===== src/rtl/fp_wb_sched_pkg.sv =====
// Shared types and constants for the FP writeback scheduler.
package fp_wb_pkg;

  localparam int NUM_FP_REGS = 32;
  localparam int FP_ADDR_W   = 5;
  localparam int FP_DATA_W   = 16;

  typedef logic [FP_ADDR_W-1:0] fp_addr_t;

  typedef struct packed {
    fp_addr_t               addr;
    logic [FP_DATA_W-1:0]   data;
  } wb_req_t;

  // Wrap a rotated source index back into 0..n-1 (idx is always below 2*n).
  function automatic int rr_wrap(input int idx, input int n);
    return (idx >= n) ? idx - n : idx;
  endfunction

endpackage


===== src/rtl/fp_wb_sched_if.sv =====
// Bus bundle between the writeback producers/issue stage and the scheduler.
interface fp_wb_sched_if
  import fp_wb_pkg::*;
#(
  parameter int NUM_SRC = 4,
  parameter int DATA_W  = FP_DATA_W,
  parameter int ADDR_W  = FP_ADDR_W
);

  logic [NUM_SRC-1:0]        src_valid;
  logic [NUM_SRC-1:0]        src_ready;
  logic [NUM_SRC*ADDR_W-1:0] src_addr;
  logic [NUM_SRC*DATA_W-1:0] src_data;

  logic                      issue_valid;
  logic [ADDR_W-1:0]         issue_addr;
  logic                      issue_ready;
  logic                      flush;

  logic [NUM_FP_REGS-1:0]    busy_vec;

  logic                      we0;
  logic [ADDR_W-1:0]         waddr0;
  logic [DATA_W-1:0]         wdata0;
  logic                      we1;
  logic [ADDR_W-1:0]         waddr1;
  logic [DATA_W-1:0]         wdata1;

  logic                      wb_err;

  modport master (
    output src_valid, src_addr, src_data, issue_valid, issue_addr, flush,
    input  src_ready, issue_ready, busy_vec,
    input  we0, waddr0, wdata0, we1, waddr1, wdata1, wb_err
  );

  modport slave (
    input  src_valid, src_addr, src_data, issue_valid, issue_addr, flush,
    output src_ready, issue_ready, busy_vec,
    output we0, waddr0, wdata0, we1, waddr1, wdata1, wb_err
  );

endinterface


===== src/rtl/fp_wb_sched_rr_pick2.sv =====
// Rotating two-grant picker: first valid source from ptr gets grant A, the next
// valid source whose destination differs from A's gets grant B.
module rr_pick2
  import fp_wb_pkg::*;
#(
  parameter int NUM_SRC = 4,
  parameter int IDX_W   = 2
) (
  input  logic [NUM_SRC-1:0] valid,
  input  logic [IDX_W-1:0]   ptr,
  input  logic [NUM_SRC-1:0] conflict [NUM_SRC],
  output logic [NUM_SRC-1:0] gnt_a,
  output logic [NUM_SRC-1:0] gnt_b,
  output logic               vld_a,
  output logic               vld_b,
  output logic [IDX_W-1:0]   idx_a,
  output logic [IDX_W-1:0]   idx_b
);

  int               scan_idx;
  logic [IDX_W-1:0] cur;

  // Walk the sources in rotated order and take the first two compatible requesters.
  always_comb begin
    vld_a    = 1'b0;
    vld_b    = 1'b0;
    idx_a    = '0;
    idx_b    = '0;
    scan_idx = 0;
    cur      = '0;
    for (int k = 0; k < NUM_SRC; k++) begin
      scan_idx = rr_wrap(int'(ptr) + k, NUM_SRC);
      cur      = IDX_W'(scan_idx);
      if (valid[cur]) begin
        if (!vld_a) begin
          vld_a = 1'b1;
          idx_a = cur;
        end else if (!vld_b && !conflict[idx_a][cur]) begin
          vld_b = 1'b1;
          idx_b = cur;
        end
      end
    end
    gnt_a = vld_a ? (NUM_SRC'(1) << idx_a) : '0;
    gnt_b = vld_b ? (NUM_SRC'(1) << idx_b) : '0;
  end

endmodule


===== src/rtl/fp_wb_sched.sv =====
// FP writeback scheduler: round-robin arbitration of producers onto the two
// regfile write ports, a one-cycle write stage, and the busy scoreboard.
module fp_wb_sched
  import fp_wb_pkg::*;
#(
  parameter int NUM_SRC = 4,
  parameter int DATA_W  = FP_DATA_W,
  parameter int ADDR_W  = FP_ADDR_W
) (
  input logic         clk,
  input logic         rst_n,
  fp_wb_sched_if.slave bus
);

  localparam int IDX_W = (NUM_SRC > 1) ? $clog2(NUM_SRC) : 1;

  logic [ADDR_W-1:0]      s_addr [NUM_SRC];
  logic [DATA_W-1:0]      s_data [NUM_SRC];
  logic [NUM_SRC-1:0]     conflict [NUM_SRC];

  logic [NUM_SRC-1:0]     gnt_a, gnt_b;
  logic                   vld_a, vld_b;
  logic [IDX_W-1:0]       idx_a, idx_b;
  logic [IDX_W-1:0]       rr_ptr, last_idx, ptr_nxt;

  logic [ADDR_W-1:0]      addr_a, addr_b;

  logic                   we0_q, we1_q;
  logic [ADDR_W-1:0]      waddr0_q, waddr1_q;
  logic [DATA_W-1:0]      wdata0_q, wdata1_q;

  logic [NUM_FP_REGS-1:0] busy_q, busy_nxt;
  logic [NUM_FP_REGS-1:0] stale_q, stale_nxt;
  logic [NUM_FP_REGS-1:0] gnt_mask, commit_mask;
  logic                   issue_ready;
  logic                   err_hit;
  logic                   wb_err_q;

  for (genvar i = 0; i < NUM_SRC; i++) begin : g_unpack
    assign s_addr[i] = bus.src_addr[i*ADDR_W +: ADDR_W];
    assign s_data[i] = bus.src_data[i*DATA_W +: DATA_W];
  end

  // Pairwise destination match; a source colliding with grant A must wait a cycle.
  always_comb begin
    for (int i = 0; i < NUM_SRC; i++) begin
      for (int j = 0; j < NUM_SRC; j++) begin
        conflict[i][j] = (s_addr[i] == s_addr[j]);
      end
    end
  end

  rr_pick2 #(
    .NUM_SRC (NUM_SRC),
    .IDX_W   (IDX_W)
  ) u_pick (
    .valid    (bus.src_valid),
    .ptr      (rr_ptr),
    .conflict (conflict),
    .gnt_a    (gnt_a),
    .gnt_b    (gnt_b),
    .vld_a    (vld_a),
    .vld_b    (vld_b),
    .idx_a    (idx_a),
    .idx_b    (idx_b)
  );

  assign bus.src_ready = gnt_a | gnt_b;
  assign addr_a        = s_addr[idx_a];
  assign addr_b        = s_addr[idx_b];

  assign last_idx = vld_b ? idx_b : idx_a;
  assign ptr_nxt  = (last_idx == IDX_W'(NUM_SRC - 1)) ? '0 : last_idx + IDX_W'(1);

  // Rotate priority past the last source granted; hold when nothing is granted.
  always_ff @(posedge clk or negedge rst_n) begin
    if (!rst_n)             rr_ptr <= '0;
    else if (vld_a)         rr_ptr <= ptr_nxt;
  end

  // Write stage: granted results appear on the regfile ports one cycle later as single pulses.
  always_ff @(posedge clk or negedge rst_n) begin
    if (!rst_n) begin
      we0_q    <= 1'b0;
      we1_q    <= 1'b0;
      waddr0_q <= '0;
      waddr1_q <= '0;
      wdata0_q <= '0;
      wdata1_q <= '0;
    end else begin
      we0_q <= vld_a;
      we1_q <= vld_b;
      if (vld_a) begin
        waddr0_q <= addr_a;
        wdata0_q <= s_data[idx_a];
      end
      if (vld_b) begin
        waddr1_q <= addr_b;
        wdata1_q <= s_data[idx_b];
      end
    end
  end

  assign bus.we0    = we0_q;
  assign bus.waddr0 = waddr0_q;
  assign bus.wdata0 = wdata0_q;
  assign bus.we1    = we1_q;
  assign bus.waddr1 = waddr1_q;
  assign bus.wdata1 = wdata1_q;

  assign issue_ready     = ~busy_q[bus.issue_addr];
  assign bus.issue_ready = issue_ready;
  assign bus.busy_vec    = busy_q;

  // Masks of registers granted this cycle and registers committing this cycle.
  always_comb begin
    gnt_mask    = '0;
    commit_mask = '0;
    if (vld_a) gnt_mask[addr_a]      = 1'b1;
    if (vld_b) gnt_mask[addr_b]      = 1'b1;
    if (we0_q) commit_mask[waddr0_q] = 1'b1;
    if (we1_q) commit_mask[waddr1_q] = 1'b1;
  end

  // Scoreboard next state: commits clear, flush clears everything, an accepted issue sets (set beats clear).
  always_comb begin
    busy_nxt = busy_q & ~commit_mask;
    if (bus.flush)
      busy_nxt = '0;
    else if (bus.issue_valid && issue_ready)
      busy_nxt[bus.issue_addr] = 1'b1;
  end

  // Registers dropped by a flush whose write has not been granted yet; their late writeback is expected.
  always_comb begin
    stale_nxt = stale_q & ~gnt_mask;
    if (bus.flush)
      stale_nxt = stale_nxt | (busy_q & ~commit_mask & ~gnt_mask);
  end

  assign err_hit = (vld_a && !busy_q[addr_a] && !stale_q[addr_a]) ||
                   (vld_b && !busy_q[addr_b] && !stale_q[addr_b]);

  // Scoreboard, flushed-register tracking and the sticky error flag.
  always_ff @(posedge clk or negedge rst_n) begin
    if (!rst_n) begin
      busy_q   <= '0;
      stale_q  <= '0;
      wb_err_q <= 1'b0;
    end else begin
      busy_q   <= busy_nxt;
      stale_q  <= stale_nxt;
      wb_err_q <= wb_err_q | err_hit;
    end
  end

  assign bus.wb_err = wb_err_q;

endmodule


===== src/flat_wrapper.sv =====
// flat-port wrapper written by rule: the top's interface ports become plain ports
module fp_wb_sched_flat import fp_wb_pkg::*;
#(
  parameter int NUM_SRC = 4,
  parameter int DATA_W  = FP_DATA_W,
  parameter int ADDR_W  = FP_ADDR_W
)
  (clk, rst_n, bus_src_valid, bus_src_addr, bus_src_data, bus_issue_valid, bus_issue_addr, bus_flush, bus_src_ready, bus_issue_ready, bus_busy_vec, bus_we0, bus_waddr0, bus_wdata0, bus_we1, bus_waddr1, bus_wdata1, bus_wb_err);
  fp_wb_sched_if #(.NUM_SRC(NUM_SRC), .DATA_W(DATA_W), .ADDR_W(ADDR_W)) bus_i ();
  input logic clk;
  input logic rst_n;
  input wire logic [$bits(bus_i.src_valid)-1:0] bus_src_valid;
  input wire logic [$bits(bus_i.src_addr)-1:0] bus_src_addr;
  input wire logic [$bits(bus_i.src_data)-1:0] bus_src_data;
  input wire logic [$bits(bus_i.issue_valid)-1:0] bus_issue_valid;
  input wire logic [$bits(bus_i.issue_addr)-1:0] bus_issue_addr;
  input wire logic [$bits(bus_i.flush)-1:0] bus_flush;
  output wire logic [$bits(bus_i.src_ready)-1:0] bus_src_ready;
  output wire logic [$bits(bus_i.issue_ready)-1:0] bus_issue_ready;
  output wire logic [$bits(bus_i.busy_vec)-1:0] bus_busy_vec;
  output wire logic [$bits(bus_i.we0)-1:0] bus_we0;
  output wire logic [$bits(bus_i.waddr0)-1:0] bus_waddr0;
  output wire logic [$bits(bus_i.wdata0)-1:0] bus_wdata0;
  output wire logic [$bits(bus_i.we1)-1:0] bus_we1;
  output wire logic [$bits(bus_i.waddr1)-1:0] bus_waddr1;
  output wire logic [$bits(bus_i.wdata1)-1:0] bus_wdata1;
  output wire logic [$bits(bus_i.wb_err)-1:0] bus_wb_err;
  assign bus_i.src_valid = bus_src_valid;
  assign bus_i.src_addr = bus_src_addr;
  assign bus_i.src_data = bus_src_data;
  assign bus_i.issue_valid = bus_issue_valid;
  assign bus_i.issue_addr = bus_issue_addr;
  assign bus_i.flush = bus_flush;
  assign bus_src_ready = bus_i.src_ready;
  assign bus_issue_ready = bus_i.issue_ready;
  assign bus_busy_vec = bus_i.busy_vec;
  assign bus_we0 = bus_i.we0;
  assign bus_waddr0 = bus_i.waddr0;
  assign bus_wdata0 = bus_i.wdata0;
  assign bus_we1 = bus_i.we1;
  assign bus_waddr1 = bus_i.waddr1;
  assign bus_wdata1 = bus_i.wdata1;
  assign bus_wb_err = bus_i.wb_err;
  fp_wb_sched #(.NUM_SRC(NUM_SRC), .DATA_W(DATA_W), .ADDR_W(ADDR_W)) u_core (.clk(clk), .rst_n(rst_n), .bus(bus_i));
endmodule

===== config.mk =====
export PLATFORM = sky130hd
export DESIGN_NAME = fp_wb_sched_flat
export DESIGN_NICKNAME = d
export VERILOG_FILES = /design/src/rtl/fp_wb_sched_pkg.sv /design/src/rtl/fp_wb_sched_if.sv /design/src/rtl/fp_wb_sched_rr_pick2.sv /design/src/rtl/fp_wb_sched.sv /design/src/flat_wrapper.sv
export SDC_FILE = /design/constraint.sdc
export NUM_CORES = 1
export LEC_CHECK = 0
export CAP_MARGIN = 15
export CORE_MARGIN = 4
export CORE_UTILIZATION = 58
export CTS_CLUSTER_SIZE = 10
export DETAILED_ROUTE_END_ITERATION = 8
export GPL_TIMING_DRIVEN = 0
export HOLD_SLACK_MARGIN = 0.05
export PLACE_DENSITY = 0.95
export SLEW_MARGIN = 30
export SYNTH_ARGS = -nofsm -noshare
export SYNTH_HDL_FRONTEND = slang
export SYNTH_SLANG_ARGS = --single-unit

===== constraint.sdc =====
create_clock -name clk -period 18.8 [get_ports clk]
set_input_delay 3.76 -clock clk [delete_from_list [all_inputs] [get_ports clk]]
set_output_delay 3.76 -clock clk [all_outputs]
set_load 0.005 [all_outputs]

# Word level (Yosys, flattened, before mapping)
# Index checks and enable logic that the tools add are counted.
# W data, S select, Z words.
dict set report op_classes {
  add_sub_neg 8
  magnitude_cmp 23
  n_eq_ne 13
  shifts 2
  muxes 99
  bitwise 17
  n_reduce_logical 21
}
# operator count
set op_table {}
lappend op_table {{$mux W32} 7}
lappend op_table {{$or A32 B32 Y32} 4}
lappend op_table {{$and A32 B32 Y32} 3}
lappend op_table {{$bmux W16 S2} 2}
lappend op_table {{$mux W16} 4}
lappend op_table {{$not A32 Y32} 2}
lappend op_table {{$eq A5 B5 Y1} 12}
lappend op_table {{$mux W2} 22}
lappend op_table {{$mux W4} 8}
lappend op_table {{$lt A5 B6 Y1 const B} 5}
lappend op_table {{$mux W1} 30}
lappend op_table {{$bmux W1 S5} 5}
lappend op_table {{$demux W1 S5} 5}
lappend op_table {{$ge A5 B1 Y1 const B} 5}
lappend op_table {{$bmux W4 S2} 3}
lappend op_table {{$ge A3 B3 Y1 const B} 8}
lappend op_table {{$bmux W5 S2} 2}
lappend op_table {{$mux W5} 4}
lappend op_table {{$not A2 Y3} 5}
lappend op_table {{$bmux W1 S2} 7}
lappend op_table {{$logic_and A1 B1 Y1} 12}
lappend op_table {{$lt A2 B3 Y1 const B} 4}
lappend op_table {{$logic_not A1 Y1} 8}
lappend op_table {{$shl A1 B2 Y4 const A} 2}
lappend op_table {{10 further kinds} 14}
dict set report totals {
  reg_bits 111
  inputBits 97
  wordCells 193
}

# Depth between registers and ports, before layout
# Gate-level depths: netlist of run 1.
dict set report depth {
  word_depth 38
  ltp_mapped 27
}

# Modules after synthesis
# From an unflattened synthesis of run 1, not the netlist that was laid out.
dict set report unflattened {
  hier_cells 871
  area_unflattened_um2 8634.5
}
# module n_inst cells_each area_per_inst_um2 seq_area_each_um2
set modules_own_cells {}
lappend modules_own_cells {fp_wb_sched 1 707 7449.6 2777.7}
lappend modules_own_cells {rr_pick2 1 164 1184.9 0.0}

# Worst setup path before layout of run 1
# No wires, ideal clock.
dict set report synth_timing {
  path_type {input to output}
  start {input port bus_src_valid[2]}
  end {output port bus_src_ready[1]}
  t_arrival_ns 7.319
  t_required_ns 15.040
  slack_ns 7.721
  stages 16
  n_path_buf 4
  path_cell_list {buf_2 nor2b_1 o21ai_1 o21ai_0 ha_1 mux2i_1 mux2i_2 o2111ai_1 a221oi_2 o221a_1 buf_4 o31ai_2 o21a_1 clkbuf_1 clkbuf_1 a32o_1}
}
dict set report synth_via {
  elab_chain_len 25
}
# element line
set synth_rtl {}
lappend synth_rtl {{from (decl)} flat_wrapper.sv:12} ;# input wire logic [$bits(bus_i.src_valid)-1:0] bus_src_valid;
lappend synth_rtl {{$bmux W1 S2} fp_wb_sched_rr_pick2.sv:34} ;# if (valid[cur]) begin
lappend synth_rtl {{$mux W1 (not written as such)} fp_wb_sched_rr_pick2.sv:34}
lappend synth_rtl {{$mux W2} fp_wb_sched_rr_pick2.sv:34}
lappend synth_rtl {{$not A2 Y3 (not written as such)} fp_wb_sched_rr_pick2.sv:38} ;# end else if (!vld_b && !conflict[idx_a][cur]) begin
lappend synth_rtl {{$bmux W4 S2} fp_wb_sched_rr_pick2.sv:38}
lappend synth_rtl {{$mux W4 (not written as such) (2 in a row)} fp_wb_sched_rr_pick2.sv:38}
lappend synth_rtl {{$bmux W1 S2} fp_wb_sched_rr_pick2.sv:38}
lappend synth_rtl {{$mux W1 (not written as such)} fp_wb_sched_rr_pick2.sv:38}
lappend synth_rtl {{(+8 left out)} --}
lappend synth_rtl {{$logic_not A1 Y1} fp_wb_sched_rr_pick2.sv:38}
lappend synth_rtl {{$logic_and A1 B1 Y1} fp_wb_sched_rr_pick2.sv:38}
lappend synth_rtl {{$mux W2} fp_wb_sched_rr_pick2.sv:38}
lappend synth_rtl {{$mux W2} fp_wb_sched_rr_pick2.sv:35} ;# if (!vld_a) begin
lappend synth_rtl {{$mux W2} fp_wb_sched_rr_pick2.sv:34}
lappend synth_rtl {{$shl A1 B2 Y4} fp_wb_sched_rr_pick2.sv:45} ;# gnt_b = vld_b ? (NUM_SRC'(1) << idx_b) : '0;
lappend synth_rtl {{$mux W4} fp_wb_sched_rr_pick2.sv:45}
lappend synth_rtl {{$or A4 B4 Y4 *} fp_wb_sched.sv:68} ;# assign bus.src_ready = gnt_a | gnt_b;
lappend synth_rtl {{to (decl)} flat_wrapper.sv:18} ;# output wire logic [$bits(bus_i.src_ready)-1:0] bus_src_ready;
# Mark *: on every way between the ends. The rest lies on a longest branch, timed or not. The select of a mux whose other input is x is not followed.

# Worst setup path after layout of run 1
# Ends and elaborated chain as after synthesis.

==> results by group, run 1 <==
Status
  • Outcome: complete, but fails checks
  • Failing checks: DRC

Route
  • DR WL/cell: 25.0 um
  • Via count: 11.3k
  • DR vias/cell: 7.39
  • Post-DRT Antenna Nets: 0
  • Residual DRC count: 6
  • Routed WL: 38300 um
  • Initial DRT Pass Iterations: 9
  • DRT iter0 DRCs: 2096

Worst setup path
  • CP endpoint kind: primary output
  • Worst r2r dst: u_core.bus.wb_err$_DFF_PN0_
  • Slowest cell delay on critical path: 550 ps
  • Worst Path Required: 15040 ps
  • Setup Crit Path Kind: in -> out
  • Buffers plus inverters on the worst setup path: 7
  • Critical path cell sequence: clkdlybuf4s50_1 -> buf_2 -> nor2b_1 -> o21ai_1 -> o21ai_0 -> ha_1 -> inv_1 -> mux2i_1 -> a21oi_1 -> o32ai_1 -> a21oi_1 -> o221a_1 -> buf_4 -> o31ai_2 -> o21a_1 -> clkbuf_1 -> clkbuf_1 -> a32o_1 -> clkdlybuf4s50_1
  • Setup slack, reg-to-reg: 10950 ps
  • Critical Path AT: 9550 ps
  • Cell family with most CP delay: buffers and inverters
  • Reg-to-Reg Start: u_core.rr_ptr[0]$_DFFE_PN0P_
  • R2R depth: 26
  • Max stage delay cell, worst path: clkdlybuf4s50_1
  • Crit Path Max Fanout: 10
  • CP Launch Type: input port

Logic synthesis
  • Largest cells by area after synthesis: dfrtp_1, nand2_1, mux4_2, nor2_1, a41oi_1
  • Part of the Yosys area used for sequential elements: 30.0%
  • EDFF count, synth: 0
  • Ys async rst share: 100%
  • Count of cell types in the netlist: 86
  • Syn Nets: 1248
  • Yosys warns: 0
  • Synth Area per Inst: 8.07 um^2
  • Register bit total from synthesis: 111
  • Yosys top cell area share: 30.0%
  • Mapped cell area: 9270 um^2
  • Mapped Cells: 1149
  • Most used DFF post-synth: dfrtp_1
  • Largest area contributor in the netlist: dfrtp_1

Clock tree
  • CTS hold repair buffers: 0
  • CTS tree: yes
  • Worst-Skew Late Latency: 370 ps
  • CTS clk-pin slew, worst paths: 90 ps
  • Clock buffer count from CTS: 9
  • Bufs on Longest Clock Path: 2
  • # clock sinks: 111
  • CTS resizes: 0
  • Setup Buffers After CTS: 0
  • Root buffer cell: clkbuf_16
  • H-tree depth: 3

Cells and area
  • Finished Cell Area: 11500 um^2
  • Layout cells sized above 1: 8.31%
  • Net count reported at finish: 1417
  • ANT cells: 0
  • FF+latch area: 2780 um^2
  • Filler Cell Count: 1149
  • Area of the multi-input gates: 6090 um^2
  • Layout area overhead: 23.9%
  • Post-layout util: 74.5%

Die
  • Rows: 45
  • # IOs: 179
  • Die Y: 134 um
  • Die ar.: 18100 um^2
  • Initial Util: 60.1%
  • Die Width: 134 um
  • Core area: 15400 um^2

Power
  • Combinational share of power: 76.4%
  • Seq pwr share: 15.6%
  • Total power draw: 2.53 mW
  • Clock network fraction of design power: 8.0%
  • Sw Pwr: 1.44 mW
  • Switching share of power: 56.9%
  • Internal power: 1.09 mW
  • Max IR drop VDD: 0.162 mV
  • Leak pwr: 4.46 nW
  • Cell Pwr Density: 220 nW/um^2

Global routing
  • GR Layer Usage met2: 61.9%
  • Most Used Layer, Global Route: met2
  • Global Route Usage Sum: 41.2%
  • Overflow after GRT: 0
  • Grt met1 use: 53.2%
  • First-pass GRT wire length: 58500 um
  • Initial antenna violation count: 0
  • Pin count of the biggest net entering global routing: 86
  • Met3 Resource Use GR: 14.4%
  • Vias in the first global route: 10.6k

Placed design
  • Placer congestion estimate: 1.04
  • DP HPWL: 27800 um
  • Cell Area, Placed: 11200 um^2
  • Port Buf Inserts: 154

Timing
  • Setup-failing EPs final: 0
  • Worst-Margin Slew: 1200 ps
  • Period utilization: 70.8%
  • Hold Slack: 469 ps
  • Hold Violations, Final: 0
  • Final Slew Violations: 0
  • Clk_skew: 11.4 ps
  • Max Fclk: 0.0751 GHz
  • Final setup TNS: 0 ps
  • Rel. slew slack: 19.8%
  • Unrepaired setup endpoints after global routing: false
  • Fin crit period: 13310 ps

Worst hold path
  • Hold endpoint: u_core.bus.wdata0[7]$_DFFE_PN0P_
  • Min-delay src: u_core.bus.wdata0[7]$_DFFE_PN0P_
  • Worst hold path depth: 2
  • Min-Delay Path Class: reg -> reg

Job
  • # Max-Cap Violations: 0
worst max path at each step:
stage | depth (start not counted) | slack [ps] | to | startpoint
3_3_place_gp | 19 | 5790 | bus_src_ready[1] | bus_src_valid[2]
5_1_grt | 19 | 5120 | bus_src_ready[0] | bus_src_valid[2]
4_1_cts | 19 | 5750 | bus_src_ready[1] | bus_src_valid[2]
2_1_floorplan | 16 | 7720 | bus_src_ready[1] | bus_src_valid[2]
3_5_place_dp | 19 | 5790 | bus_src_ready[1] | bus_src_valid[2]
6_report | 19 | 5490 | bus_src_ready[1] | bus_src_valid[2]
power by group through the flow:
stage	logic (mW)	clock network, mW	registers, mW
final	1.93	0.202	0.395
after global routing	2.03	0.209	0.401
after CTS	1.82	0.200	0.390
after detailed placement	1.81	0	0.393
after global placement	1.77	0	0.391
after floorplan	1.18	0	0.382
metal layers:
metal / vias to the layer above / part of all wire (%) / routed length [um]
met3: 283 / 15 / 5880
met1: 5318 / 35 / 13400
met4: 0 / 6.2 / 2380
met5: - / 0 / 0
li1: 4651 / - / -
met2: 1078 / 44 / 16700
tightest hold or removal path: stages, from the launching register on:
cell	delay, ps
dfrtp_1	350
nand2_1	50
nand2_1	50
Yosys cell counts, types with 8 or more instances:
cell and number:
nor3_1 31, a32oi_1 29, buf_2 9, nor2_1 97, o311ai_0 12, nor2b_1 14
nor3b_1 13, o211ai_1 10, clkbuf_1 74, a221oi_1 28, nand2_1 276, nand3_1 54
a211oi_1 8, mux4_2 34, xor2_1 25, and3_1 11, nand4_1 9, dfrtp_1 111
a21oi_1 34, o21ai_0 54, mux2i_1 15, a41oi_1 33, inv_1 12
cell type report:
class / count / area share [%]
Clock buffer: 10 / 2.08
Buffer: 95 / 3.46
Sequential cell: 111 / 24.2
Tap cell: 211 / 2.30
Timing Repair Buffer: 158 / 13.9
Clock inverter: 6 / 0.588
Multi-Input combinational cell: 929 / 53.1
Inverter: 14 / 0.458
logic make-up (layout without fill, tap and decap cells):
logic type / after synthesis / count (layout) / share of synthesized area [%]
simple gates: 542 / 542 / 26.2
compound gates: 295 / 295 / 24.4
flops: 111 / 111 / 30.0
buf+inv: 109 / 283 / 4.86
mux: 60 / 60 / 11.6
xor+xnor: 30 / 30 / 2.83
fa+ha+maj: 2 / 2 / 0.270
sequential cells by signal, summed over array words and instances (netlist names):
signal               flops
u_core.bus.busy_vec     32
u_core.stale_q          32
u_core.bus.wdata0       16
u_core.bus.wdata1       16
u_core.bus.waddr0        5
u_core.bus.waddr1        5
u_core.rr_ptr            2
u_core.bus.wb_err        1
u_core.bus.we0           1
u_core.bus.we1           1
layout by cell type (no fill, tap or decap), types with 33 or more instances in the layout:
| master | count |
|---|---|
| o21ai_0 | 54 |
| a41oi_1 | 33 |
| a21oi_1 | 34 |
| nand3_1 | 54 |
| dfrtp_1 | 111 |
| nand2_1 | 276 |
| clkdlybuf4s50_1 | 153 |
| nor2_1 | 97 |
| clkbuf_1 | 74 |
| mux4_2 | 34 |
stage by stage:
stage	instances	setup slack (ps)
detailed placement	1518	5790
global route	1534	5120
CTS	1534	5750
floorplan	1149	7720
finish	1534	5490
global placement	1514	5790
No activity file was read; power rests on OpenSTA's default activity.
==> run 2, diff against run 1 <==
--- a/config.mk
+++ b/config.mk
@@ -7,12 +7,12 @@
 export LEC_CHECK = 0
 export CAP_MARGIN = 15
 export CORE_MARGIN = 4
-export CORE_UTILIZATION = 58
+export CORE_UTILIZATION = 54
 export CTS_CLUSTER_SIZE = 10
 export DETAILED_ROUTE_END_ITERATION = 8
 export GPL_TIMING_DRIVEN = 0
 export HOLD_SLACK_MARGIN = 0.05
-export PLACE_DENSITY = 0.95
+export PLACE_DENSITY = 0.91
 export SLEW_MARGIN = 30
 export SYNTH_ARGS = -nofsm -noshare
 export SYNTH_HDL_FRONTEND = slang
==> constraint.sdc (replaced) <==
create_clock -name clk -period 13.15 [get_ports clk]
set_input_delay 2.63 -clock clk [delete_from_list [all_inputs] [get_ports clk]]
set_output_delay 2.63 -clock clk [all_outputs]
set_load 0.005 [all_outputs]
==> results by group, run 2 (synthesis gave the netlist of run 1 again) <==
Status
  • Outcome: finished, final reports clean

Worst setup path
  • Setup slack, reg-to-reg: 5370 ps (-5580 ps)
  • Setup Crit Path Kind: in -> out
  • Worst r2r dst: u_core.bus.wb_err$_DFF_PN0_
  • CP Launch Type: input port
  • Worst Path Required: 10520 ps (-4520 ps)
  • R2R depth: 26 (unchanged)
  • CP endpoint kind: primary output
  • Critical Path AT: 8380 ps (-1170 ps)
  • Crit Path Max Fanout: 10 (unchanged)
  • Reg-to-Reg Start: u_core.rr_ptr[0]$_DFFE_PN0P_

Timing
  • Clk_skew: 12.0 ps (+0.585 ps)
  • Hold Slack: 469 ps (-0.168 ps)
  • Final setup TNS: 0 ps (unchanged)
  • Max Fclk: 0.0908 GHz
  • Hold Violations, Final: 0 (unchanged)
  • Setup-failing EPs final: 0 (unchanged)
  • Fin crit period: 11010 ps
  • Rel. slew slack: 25.0% (+5.3 points)
  • Post-route setup slack: 2140 ps (-3350 ps)
  • Worst-Margin Slew: 1120 ps (-78.7 ps)
  • Unrepaired setup endpoints after global routing: false
  • Final Slew Violations: 0 (unchanged)
  • Period utilization: 83.8%

Route
  • Post-DRT Antenna Nets: 0 (unchanged)
  • Initial DRT Pass Iterations: 8 (-1)
  • Routed WL: 38600 um (+0.82%)
  • Residual DRC count: 0 (-6)
  • Metal2 WL: 16600 um (-0.25%)
  • DR vias/cell: 7.21 (-2.3%)
  • Uppermost layer routed: met4
  • DRT iter0 DRCs: 1755 (-16%)
  • Met3 wire length: 6010 um (+2.3%)
  • Via count: 11.1k (-1.7%)
  • DR WL/cell: 25.0 um (+0.17%)
  • Met1 WL: 13700 um (+2.5%)

Worst hold path
  • Hold endpoint: u_core.bus.wdata0[7]$_DFFE_PN0P_
  • Worst hold path depth: 2 (unchanged)
  • Min-Delay Path Class: reg -> reg
  • Min-delay src: u_core.bus.wdata0[7]$_DFFE_PN0P_

Cells and area
  • Finished Cell Area: 11500 um^2 (+0.12%)
  • Area of the multi-input gates: 6100 um^2 (about the same)
  • Commonest non-fill, non-tap cells in the layout: nand2_1, clkdlybuf4s50_1, dfrtp_1, nor2_1, clkbuf_1
  • Commonest non-fill, non-tap cell in the layout: nand2_1
  • Layout cells sized above 1: 8.47% (+0.15 points)
  • Post-layout util: 68.9% (-5.6 points)
  • Layout area overhead: 24.0%
  • Filler Cell Count: 1378 (+20%)
  • Post-route insts no fill: 1544 (+0.65%)
  • Net count reported at finish: 1417 (unchanged)
  • FF+latch area: 2780 um^2 (unchanged)

Power
  • Switching share of power: 56.5% (-0.42 points)
  • Seq pwr share: 15.6% (about the same)
  • Internal power: 1.57 mW (+44%)
  • Combinational share of power: 76.2% (-0.2 points)
  • Leak pwr: 4.45 nW (about the same)
  • Clock network fraction of design power: 8.1% (about the same)
  • Max IR drop VDD: 0.202 mV (+24%)
  • Total power draw: 3.60 mW (+43%)
  • Sw Pwr: 2.04 mW (+42%)
  • Cell Pwr Density: 313 nW/um^2 (+42%)

Die
  • Die ar.: 19300 um^2 (+7.0%)
  • # IOs: 179 (unchanged)
  • Core area: 16700 um^2 (+8.3%)
  • Die Y: 139 um (+3.4%)
  • Die Width: 139 um (+3.4%)
  • Initial Util: 55.5% (-4.6 points)
  • Rows: 47 (+4.4%)

Placed design
  • Placer congestion estimate: 1.07 (+2.6%)
  • Placed Cells: 1527 (+0.59%)
  • DP HPWL: 27800 um (about the same)
  • Port Buf Inserts: 154 (unchanged)
  • Setup WS pre-CTS: 2350 ps (-3440 ps)
  • Cell Area, Placed: 11200 um^2 (+0.12%)

Clock tree
  • Bufs on Longest Clock Path: 2 (unchanged)
  • Setup Buffers After CTS: 0 (unchanged)
  • Worst-Skew Late Latency: 370 ps (about the same)
  • CTS tree: yes
  • Root buffer cell: clkbuf_16
  • CTS hold repair buffers: 0 (unchanged)
  • CTS clk-pin slew, worst paths: 80 ps (about the same)
  • CTS resizes: 0 (unchanged)
  • H-tree depth: 3 (unchanged)
  • Clock buffer count from CTS: 9 (unchanged)
  • # clock sinks: 111 (unchanged)

Global routing
  • Initial antenna violation count: 0 (unchanged)
  • Overflow after GRT: 0 (unchanged)
  • Vias in the first global route: 10.5k (-0.87%)
  • Pin count of the biggest net entering global routing: 63 (-27%)
  • First-pass GRT wire length: 59100 um (+0.99%)
  • Global Route Usage Sum: 38.3% (-2.9 points)

Job
  • # Max-Cap Violations: 0 (unchanged)
run 2: changes by cell type in the layout (fill, tap and decap cells not counted), sizes merged:
cell | before | now
bufinv | 0 | 1
diode | 0 | 1
clkinvlp | 2 | 3
clkinv | 5 | 3
run 2: area by class of cell:
| type | instances | share of cell area (%) |
|---|---|---|
| diodes | 1 | 0.0218 |
| clock buffers | 10 | 1.99 |
| plain buffers | 95 | 3.47 |
| clock inverters | 6 | 0.598 |
| inverters | 14 | 0.457 |
| multi-input cells | 929 | 53.0 |
| repair buffers | 158 | 13.9 |
| flip-flops and latches | 111 | 24.2 |
| well taps | 220 | 2.39 |
run 2: worst max-delay path, cell delays in order:
cell	delay, ps
clkdlybuf4s50_1	540
buf_2	260
and2_1	190
o21ai_1	380
o21ai_0	220
ha_1	440
mux2i_1	190
mux2i_2	420
o2111ai_1	250
a221oi_2	320
o221a_1	230
buf_4	170
o31ai_2	140
o21ai_1	650
clkbuf_1	470
nand2_1	100
o32ai_1	140
clkdlybuf4s50_1	610
run 2: worst max path at each step:
| stage | from | to | slack (ps) | cells after the start |
|---|---|---|---|---|
| 6_report | bus_src_valid[3] | bus_src_ready[0] | 2140 | 18 |
| 4_1_cts | bus_src_valid[3] | bus_src_ready[1] | 2320 | 18 |
| 3_5_place_dp | bus_src_valid[3] | bus_src_ready[0] | 2350 | 18 |
| 5_1_grt | bus_src_valid[3] | bus_src_ready[1] | 1810 | 18 |
| 3_3_place_gp | bus_src_valid[3] | bus_src_ready[1] | 2430 | 18 |
| 2_1_floorplan | bus_src_valid[2] | bus_src_ready[1] | 4330 | 16 |
run 2: per-layer routing:
layer | up-vias | global-route usage [%]
li1 | 4652 | -
met1 | 5118 | 50.7
met2 | 1101 | 57.0
met3 | 267 | 13.4
met4 | 0 | 17.3
met5 | - | 0
run 2: power by group through the flow:
stage                     sequential (mW)  clock, mW  combinational [mW]
after floorplan                     0.545          0                1.68
after global placement              0.558          0                2.53
after detailed placement            0.561          0                2.59
after CTS                           0.557      0.288                2.60
after global routing                0.574      0.304                2.89
final                               0.563      0.293                2.75
